$ cat src/rtl/vedic_mult_pipe_param_pkg.sv
// Purpose: shared helpers for the pipelined Vedic multiplier (widths, latency, 4x4 cell, tree indexing).
// Latency: n/a (package of constant functions and a combinational 4x4 cell).
// Backpressure: n/a.
package vedic_pkg;

  localparam int MIN_WIDTH = 8;

  function automatic int clog2(input int v);
    int r;
    for (r = 0; (1 << r) < v; r++) begin
    end
    return r;
  endfunction

  function automatic int vedic_lat(input int width);
    return 2 + 3 * clog2(width / 4);
  endfunction

  // Urdhva-Tiryagbhyam 4x4 cell: column k collects every a[i]*b[j] with i+j == k
  // (vertical and crosswise), columns are then weighted and summed.
  function automatic logic [7:0] vedic4(input logic [3:0] a, input logic [3:0] b);
    logic [7:0] acc;
    logic [7:0] col_sum;
    acc = '0;
    for (int col = 0; col < 7; col++) begin
      col_sum = '0;
      for (int i = 0; i < 4; i++) begin
        for (int j = 0; j < 4; j++) begin
          if (i + j == col) col_sum = col_sum + {7'b0, a[i] & b[j]};
        end
      end
      acc = acc + (col_sum << col);
    end
    return acc;
  endfunction

  // Position of the 4x4 cell for digit pair (i, j) in the flat partial-product vector.
  // Each 2-bit group is one recursion level (lowest group = finest level), encoded as
  // 2*a_half + b_half, so siblings ll/lh/hl/hh of every tree node sit next to each other.
  function automatic int morton(input int i, input int j, input int levels);
    int idx;
    idx = 0;
    for (int t = 0; t < levels; t++) begin
      idx = idx + ((((i >> t) & 1) * 2 + ((j >> t) & 1)) << (2 * t));
    end
    return idx;
  endfunction

endpackage

$ cat src/rtl/vedic_mult_pipe_param_if.sv
// Purpose: operand/product handshake bundle for vedic_mult_pipe_param.
// Latency: n/a (wires only). master = operand producer / product consumer, slave = multiplier.
// Backpressure: in_valid/in_ready on the operand side, out_valid/out_ready on the product side.
interface vedic_mult_pipe_param_if #(
  parameter int WIDTH = 8,
  parameter int TAG_W = 4
) ();
  logic                 in_valid;
  logic                 in_ready;
  logic [WIDTH-1:0]     in_a;
  logic [WIDTH-1:0]     in_b;
  logic                 in_signed;
  logic [TAG_W-1:0]     in_tag;
  logic                 out_valid;
  logic                 out_ready;
  logic [2*WIDTH-1:0]   out_p;
  logic [TAG_W-1:0]     out_tag;

  modport master (
    output in_valid, in_a, in_b, in_signed, in_tag, out_ready,
    input  in_ready, out_valid, out_p, out_tag
  );

  modport slave (
    input  in_valid, in_a, in_b, in_signed, in_tag, out_ready,
    output in_ready, out_valid, out_p, out_tag
  );
endinterface

$ cat src/rtl/vedic_mult_pipe_param_level.sv
// Purpose: one recursion level; merges NODES groups of four HALFxHALF products into 2HALFx2HALF products.
// Latency: 3 cycles (cross add, middle add, high add), sideband delayed alongside.
// Backpressure: every register loads only when adv = 1, otherwise the whole level holds.
// Ports: clk1/rst_n, adv enable, pp_in (4 products of 2*HALF bits per node, ll/lh/hl/hh),
//        vld/neg/tag in and out, p_out (one 4*HALF-bit product per node).
module vedic_pipe_level #(
  parameter int HALF  = 4,
  parameter int NODES = 1,
  parameter int TAG_W = 4
) (
  input  logic                       clk1,
  input  logic                       rst_n,
  input  logic                       adv,
  input  logic [4*NODES*2*HALF-1:0]  pp_in,
  input  logic                       vld_in,
  input  logic                       neg_in,
  input  logic [TAG_W-1:0]           tag_in,
  output logic [NODES*4*HALF-1:0]    p_out,
  output logic                       vld_out,
  output logic                       neg_out,
  output logic [TAG_W-1:0]           tag_out
);
  localparam int PW = 2 * HALF;

  logic [2:0]            vld_q;
  logic [2:0]            neg_q;
  logic [2:0][TAG_W-1:0] tag_q;

  always_ff @(posedge clk1 or negedge rst_n) begin
    if (!rst_n) begin
      vld_q <= '0;
      neg_q <= '0;
      tag_q <= '0;
    end else if (adv) begin
      vld_q <= {vld_q[1:0], vld_in};
      neg_q <= {neg_q[1:0], neg_in};
      tag_q <= {tag_q[1:0], tag_in};
    end
  end

  assign vld_out = vld_q[2];
  assign neg_out = neg_q[2];
  assign tag_out = tag_q[2];

  for (genvar n = 0; n < NODES; n++) begin : g_node
    logic [PW-1:0] ll, lh, hl, hh;
    assign ll = pp_in[(4*n+0)*PW +: PW];
    assign lh = pp_in[(4*n+1)*PW +: PW];
    assign hl = pp_in[(4*n+2)*PW +: PW];
    assign hh = pp_in[(4*n+3)*PW +: PW];

    logic [PW:0]     s1_cross;
    logic [PW-1:0]   s1_ll, s1_hh;
    logic [PW:0]     s2_mid;
    logic [HALF-1:0] s2_lo;
    logic [PW-1:0]   s2_hh;
    logic [2*PW-1:0] s3_p;

    // product = hh<<2H + (lh+hl)<<H + ll; one adder per stage, ll's low half and hh ride
    // delay registers until they are needed. mid cannot overflow PW+1 bits.
    always_ff @(posedge clk1 or negedge rst_n) begin
      if (!rst_n) begin
        s1_cross <= '0;
        s1_ll    <= '0;
        s1_hh    <= '0;
        s2_mid   <= '0;
        s2_lo    <= '0;
        s2_hh    <= '0;
        s3_p     <= '0;
      end else if (adv) begin
        s1_cross <= {1'b0, lh} + {1'b0, hl};
        s1_ll    <= ll;
        s1_hh    <= hh;
        s2_mid   <= s1_cross + {{(HALF+1){1'b0}}, s1_ll[PW-1:HALF]};
        s2_lo    <= s1_ll[HALF-1:0];
        s2_hh    <= s1_hh;
        s3_p     <= {s2_hh + {{(HALF-1){1'b0}}, s2_mid[PW:HALF]}, s2_mid[HALF-1:0], s2_lo};
      end
    end

    assign p_out[n*2*PW +: 2*PW] = s3_p;
  end
endmodule

$ cat src/rtl/vedic_mult_pipe_param.sv
// Purpose: pipelined signed/unsigned Vedic multiplier with tag sideband (clk1, rst_n, io slave bundle).
// Latency: 2 + 3*log2(WIDTH/4) cycles from accept to out_valid (5 at WIDTH=8, 8 at WIDTH=16).
// Backpressure: in_ready = !out_valid | out_ready; when low, every stage holds (full-pipe stall).
module vedic_mult_pipe_param
  import vedic_pkg::*;
#(
  parameter int WIDTH = 8,
  parameter int TAG_W = 4
) (
  input  logic                    clk1,
  input  logic                    rst_n,
  vedic_mult_pipe_param_if.slave  io
);
  localparam int LEVELS = clog2(WIDTH / 4);
  localparam int DIG    = WIDTH / 4;
  localparam int PPW    = DIG * DIG * 8;

  if (WIDTH < MIN_WIDTH || (WIDTH & (WIDTH - 1)) != 0) begin : g_width_check
    $error("vedic_mult_pipe_param: WIDTH must be a power of two and at least 8");
  end

  logic adv;
  logic out_vld_q;
  logic [2*WIDTH-1:0] out_p_q;
  logic [TAG_W-1:0]   out_tag_q;

  assign adv         = !out_vld_q || io.out_ready;
  assign io.in_ready = adv;

  // Signed operands are reduced to magnitudes; -2^(W-1) negates to itself, which is the
  // correct unsigned magnitude 2^(W-1).
  logic sa, sb;
  logic [WIDTH-1:0] a_mag, b_mag;
  assign sa    = io.in_signed & io.in_a[WIDTH-1];
  assign sb    = io.in_signed & io.in_b[WIDTH-1];
  assign a_mag = sa ? -io.in_a : io.in_a;
  assign b_mag = sb ? -io.in_b : io.in_b;

  logic [PPW-1:0] pp_c;
  for (genvar i = 0; i < DIG; i++) begin : g_ai
    for (genvar j = 0; j < DIG; j++) begin : g_bj
      assign pp_c[morton(i, j, LEVELS)*8 +: 8] = vedic4(a_mag[4*i +: 4], b_mag[4*j +: 4]);
    end
  end

  logic [PPW-1:0]   pp_q;
  logic             vld1_q, neg1_q;
  logic [TAG_W-1:0] tag1_q;

  always_ff @(posedge clk1 or negedge rst_n) begin
    if (!rst_n) begin
      pp_q   <= '0;
      vld1_q <= 1'b0;
      neg1_q <= 1'b0;
      tag1_q <= '0;
    end else if (adv) begin
      pp_q   <= pp_c;
      vld1_q <= io.in_valid;
      neg1_q <= sa ^ sb;
      tag1_q <= io.in_tag;
    end
  end

  // Level k merges 4-bit-digit products into 2^(k+3)-bit operand products; the input
  // width of level k equals the output width of level k-1, so levels chain directly.
  for (genvar k = 0; k < LEVELS; k++) begin : g_lvl
    localparam int HALF  = 4 << k;
    localparam int NODES = 1 << (2 * (LEVELS - 1 - k));

    logic [4*NODES*2*HALF-1:0] src;
    logic                      src_vld, src_neg;
    logic [TAG_W-1:0]          src_tag;
    logic [NODES*4*HALF-1:0]   p;
    logic                      vld, neg;
    logic [TAG_W-1:0]          tag;

    if (k == 0) begin : g_src
      assign src     = pp_q;
      assign src_vld = vld1_q;
      assign src_neg = neg1_q;
      assign src_tag = tag1_q;
    end else begin : g_src
      assign src     = g_lvl[k-1].p;
      assign src_vld = g_lvl[k-1].vld;
      assign src_neg = g_lvl[k-1].neg;
      assign src_tag = g_lvl[k-1].tag;
    end

    vedic_pipe_level #(.HALF(HALF), .NODES(NODES), .TAG_W(TAG_W)) u_level (
      .clk1    (clk1),
      .rst_n   (rst_n),
      .adv     (adv),
      .pp_in   (src),
      .vld_in  (src_vld),
      .neg_in  (src_neg),
      .tag_in  (src_tag),
      .p_out   (p),
      .vld_out (vld),
      .neg_out (neg),
      .tag_out (tag)
    );
  end

  logic [2*WIDTH-1:0] mag;
  logic               last_vld, last_neg;
  logic [TAG_W-1:0]   last_tag;
  assign mag      = g_lvl[LEVELS-1].p;
  assign last_vld = g_lvl[LEVELS-1].vld;
  assign last_neg = g_lvl[LEVELS-1].neg;
  assign last_tag = g_lvl[LEVELS-1].tag;

  always_ff @(posedge clk1 or negedge rst_n) begin
    if (!rst_n) begin
      out_vld_q <= 1'b0;
      out_p_q   <= '0;
      out_tag_q <= '0;
    end else if (adv) begin
      out_vld_q <= last_vld;
      out_p_q   <= last_neg ? -mag : mag;
      out_tag_q <= last_tag;
    end
  end

  assign io.out_valid = out_vld_q;
  assign io.out_p     = out_p_q;
  assign io.out_tag   = out_tag_q;
endmodule
$ cat src/flat_wrapper.sv
// flat-port wrapper written by rule: the top's interface ports become plain ports
module vedic_mult_pipe_param_flat import vedic_pkg::*;
#(
  parameter int WIDTH = 8,
  parameter int TAG_W = 4
)
  (clk1, rst_n, io_in_valid, io_in_a, io_in_b, io_in_signed, io_in_tag, io_out_ready, io_in_ready, io_out_valid, io_out_p, io_out_tag);
  vedic_mult_pipe_param_if #(.WIDTH(WIDTH), .TAG_W(TAG_W)) io_i ();
  input  logic clk1;
  input  logic rst_n;
  input wire logic [$bits(io_i.in_valid)-1:0] io_in_valid;
  input wire logic [$bits(io_i.in_a)-1:0] io_in_a;
  input wire logic [$bits(io_i.in_b)-1:0] io_in_b;
  input wire logic [$bits(io_i.in_signed)-1:0] io_in_signed;
  input wire logic [$bits(io_i.in_tag)-1:0] io_in_tag;
  input wire logic [$bits(io_i.out_ready)-1:0] io_out_ready;
  output wire logic [$bits(io_i.in_ready)-1:0] io_in_ready;
  output wire logic [$bits(io_i.out_valid)-1:0] io_out_valid;
  output wire logic [$bits(io_i.out_p)-1:0] io_out_p;
  output wire logic [$bits(io_i.out_tag)-1:0] io_out_tag;
  assign io_i.in_valid = io_in_valid;
  assign io_i.in_a = io_in_a;
  assign io_i.in_b = io_in_b;
  assign io_i.in_signed = io_in_signed;
  assign io_i.in_tag = io_in_tag;
  assign io_i.out_ready = io_out_ready;
  assign io_in_ready = io_i.in_ready;
  assign io_out_valid = io_i.out_valid;
  assign io_out_p = io_i.out_p;
  assign io_out_tag = io_i.out_tag;
  vedic_mult_pipe_param #(.WIDTH(WIDTH), .TAG_W(TAG_W)) u_core (.clk1(clk1), .rst_n(rst_n), .io(io_i));
endmodule
$ cat config.mk
export PLATFORM = sky130hd
export DESIGN_NAME = vedic_mult_pipe_param_flat
export DESIGN_NICKNAME = d
export VERILOG_FILES = /design/src/rtl/vedic_mult_pipe_param_pkg.sv /design/src/rtl/vedic_mult_pipe_param_if.sv /design/src/rtl/vedic_mult_pipe_param_level.sv /design/src/rtl/vedic_mult_pipe_param.sv /design/src/flat_wrapper.sv
export SDC_FILE = /design/constraint.sdc
export NUM_CORES = 1
export LEC_CHECK = 0
export ABC_AREA = 1
export CAP_MARGIN = 30
export CORE_UTILIZATION = 65
export DETAILED_ROUTE_END_ITERATION = 12
export HOLD_SLACK_MARGIN = 0.05
export PLACE_DENSITY = 0.85
export SLEW_MARGIN = 10
export SYNTH_ARGS = -nofsm -noshare
export SYNTH_HDL_FRONTEND = slang
export SYNTH_HIERARCHICAL = 1
export SYNTH_SLANG_ARGS = --single-unit
$ cat constraint.sdc
create_clock -name clk1 -period 2.7 [get_ports clk1]
set_input_delay 0.54 -clock clk1 [delete_from_list [all_inputs] [get_ports clk1]]
set_output_delay 0.54 -clock clk1 [all_outputs]
set_load 0.02 [all_outputs]
==> results.ini <==
[outcome]
status=finished, violations left
violations=setup timing

[sta]
finalHoldViolCount=0
maxSlewViolCount=0
setup-violations-final=20
worst_slack_ns=-0.9117
skew_ns=0.007144
rsz0062_at_grt=yes
fin_crit_ns=3.612
max_freq_mhz=276.9
worst_pin_slew_ns=0.7396
fin_crit_sh_pct=133.8
hold_slack_ns=0.4687
slew_headroom_pct=50.70

[power_and_ir_drop]
switchingPower_mw=4.732
ir_drop_uv=719.5
power_frac_seq_pct=33.4
power.share.clock_pct=21.2
combPwrFrac_pct=45.4
leakage_nw=5.922
power.internal_mw=6.501
power_mw=11.23
p_sw_share_pct=42.13
powerDensity_nw_per_um2=994.1

[cells_and_area]
num_antenna_cells=0
fillers=571
fin_util_pct=88.46
area_growth_pct=31.28
drive_above_1_share_pct=24.80
postLayoutCellArea_um2=11300
nets=1369

[synth]
async_reset_ff_share_pct=100.0
synthTopCellsByCount=468 x nand2_1, 139 x dfrtp_1, 103 x inv_1, 85 x nor2_1, 68 x ha_1
synthFlopType=dfrtp_1
synth_top_area_share_pct=40.41
synth_area_um2=8607
synth_edf_count=0
synth_top_area_cell=dfrtp_1
synth_nets=1232
yosys.cell_count.top_type=nand2_1
ys_top_cells_by_area=dfrtp_1 40%, nand2_1 20%, ha_1 9.9%
syn-instance-count=1116
ys_seq_area_share_pct=40.41
ys_seq_elements=139
yosysUniqueCellTypes=38
syn_avg_cell_area_um2=7.712
ys_warn_count=6

[placement]
hpwl_um=13720
dpl_cell_area_um2=10000
gp_congestion=0.9145
io_buffers=46

[grt]
track_usage_pct=35.61
antenna_found_initial=0
grt-ovfl-total=0
grt_pass1_vias=7970
grt_first_pass_wirelength_um=36780
grt_max_degree=65

[cts]
cts_tree=done
clk_latency_ns=0.43
root_buffer=clkbuf_16
cts_max_level=4
cts_buffers=17
clock_sinks=139
cts.clk_slew.worst_paths_ns=0.06
clock_path_buffers=2

[routing]
routed_wl_um=27500
ant_nets=0
via_per_inst=5.989
routedWlPerCell_um=19.13
drc_errors=0
vias=8612
first_pass_iters=6
first_iter_violations=1159

[setup_path]
critPathCaptureType=flop
worstPathRequired_ns=2.98
timing.rr.start=u_core/io.out_valid$_DFFE_PN0P_
rrSetupSlack_ns=0.78
cp_max_fo=3
arrival_ns=3.89
critPathLaunch=io_in_a[0]
crit_path_start_kind=primary input
path_class=primary input to flop

[run]
drv_cap=0

[die]
core-area_um2=12770
fp.dieH_um=117.1
initial_core_util_pct=67.38
die_area_um2=13710
boundaryPins=47
rows=41
die_width_um=117.1

[hold_path]
hold_path.startpoint=u_core/g_lvl[0].u_level/vld_q[2]$_DFFE_PN0P_
holdCritPathClass=flop to flop

==> path summary, 6_finish.rpt <==
check / to / depth (start not counted)
worst min register to register: u_core/io.out_valid$_DFFE_PN0P_ / 1
worst min-delay path: u_core/io.out_valid$_DFFE_PN0P_ / 1
worst max-delay path: u_core/g_lvl[0].src[23]$_DFFE_PN0P_ / 22
worst max register to register: u_core/g_lvl[0].src[0]$_DFFE_PN0P_ / 7
max in group asynchronous: u_core/g_lvl[0].u_level/p_out[8]$_DFFE_PN0P_ / 3
min in group asynchronous: u_core/g_lvl[0].u_level/g_node[0].s1_cross[5]$_DFFE_PN0P_ / 2
==> state kept, by name (all words and copies together), names as in the netlist, 3 cells and up <==
| name | count |
|---|---|
| u_core/g_lvl.src_tag | 4 |
| u_core/g_lvl.u_level/g_node.s2_hh | 8 |
| u_core/g_lvl.u_level/tag_q | 8 |
| u_core/g_lvl.u_level/neg_q | 3 |
| u_core/g_lvl.u_level/p_out | 16 |
| u_core/g_lvl.u_level/vld_q | 3 |
| u_core/g_lvl.u_level/g_node.s1_hh | 8 |
| u_core/io.out_tag | 4 |
| u_core/g_lvl.src | 32 |
| u_core/io.out_p | 16 |
| u_core/g_lvl.u_level/g_node.s1_ll | 8 |
| u_core/g_lvl.u_level/g_node.s2_mid | 9 |
| u_core/g_lvl.u_level/g_node.s1_cross | 9 |
| u_core/g_lvl.u_level/g_node.s2_lo | 4 |
| u_core/g_lvl.u_level/tag_out | 4 |
==> cell usage in the layout (no fill, tap or decap), types with 4 or more instances in the layout <==
cell type        count
nor2_4               8
a31oi_1              4
buf_4               93
buf_2                5
buf_12               4
o21ai_1              6
buf_6               14
fa_1                17
a21oi_1             13
nor2_2               5
o21ai_2              7
inv_4                4
clkbuf_16           17
o21ai_0             27
nor2_1              75
nand3_2             11
nand2_4              9
inv_2               30
fa_2                 6
dfrtp_1            139
clkinvlp_4           5
xor2_4               4
nand4_1              5
nand3_1             52
or2_4                4
nand2_2             28
nand2_1            441
ha_1                42
inv_1               78
clkinv_2             4
nand3b_1            10
ha_4                25
clkdlybuf4s50_1     28
==> worst max-delay path: stages <==
cell and delay (ns):
buf_8 0.10, buf_6 0.11, nor3_4 0.21, inv_2 0.08
nand2_4 0.11, buf_6 0.11, nand3_4 0.09, inv_2 0.09
nand2_2 0.06, fa_1 0.57, inv_2 0.07, ha_4 0.16
ha_4 0.15, fa_1 0.60, ha_4 0.24, buf_6 0.12
nand2_4 0.07, nand2_2 0.05, nand2_2 0.07, nand2_1 0.07
nand2_1 0.11, a31oi_1 0.09
==> cell families (layout without fill, tap and decap cells) <==
kind of cell,after synthesis,count (layout),synth area share (%)
flip-flops,139,139,40.41
AO/OA/AOI/OAI,69,69,4.303
buffers and inverters,150,300,7.181
AND/OR/NAND/NOR,659,659,31.57
adder cells (fa/ha/maj),91,91,15.23
XOR/XNOR,8,8,1.294
==> metal layers <==
metal	routed length [µm]	part of all wire, %	track usage (%)
met2	13430	49	62.92
met4	1950	7.1	20.34
met1	9696	35	39.69
met3	2425	8.8	8.084
met5	0	0	0
==> what timing repair did <==
item / 4_1_cts / 5_1_grt
pin swaps: 50 / 61
setup buffers: 27 / 12
hold buffers: 1 / 0
hold endpoints to repair: 9 / 0
gates resized for setup: 126 / 61
endpoints found under the setup margin: 20 / 16
==> power by group through the flow <==
stage	combinational (mW)	sequential, mW	clock [mW]
finish	5.10	3.75	2.38
global route	5.62	3.85	2.48
CTS	4.65	3.69	2.38
detailed placement	4.41	3.69	0
global placement	4.24	3.65	0
floorplan	3.06	3.69	0
==> final cells by class <==
cell class	count	area, µm²	area share, %
Clock buffer	17	425.4	3.765
Clock inverter	15	175.2	1.550
Inverter	115	457.9	4.053
Multi-Input combinational cell	827	5209	46.10
Sequential cell	139	3478	30.78
Tap cell	172	215.2	1.905
Timing Repair Buffer	153	1339	11.85
==> stage by stage <==
step	cells	worst slack [ns]	TNS [ns]
after floorplan	1116	-0.7538	-8.831
after global placement	1370	-1.322	-22.28
after detailed placement	1370	-1.439	-24.06
after CTS	1430	-0.5640	-6.593
after global routing	1438	-0.9844	-11.83
final	1438	-0.9117	-10.67
No activity file was read; power rests on OpenSTA's default activity.
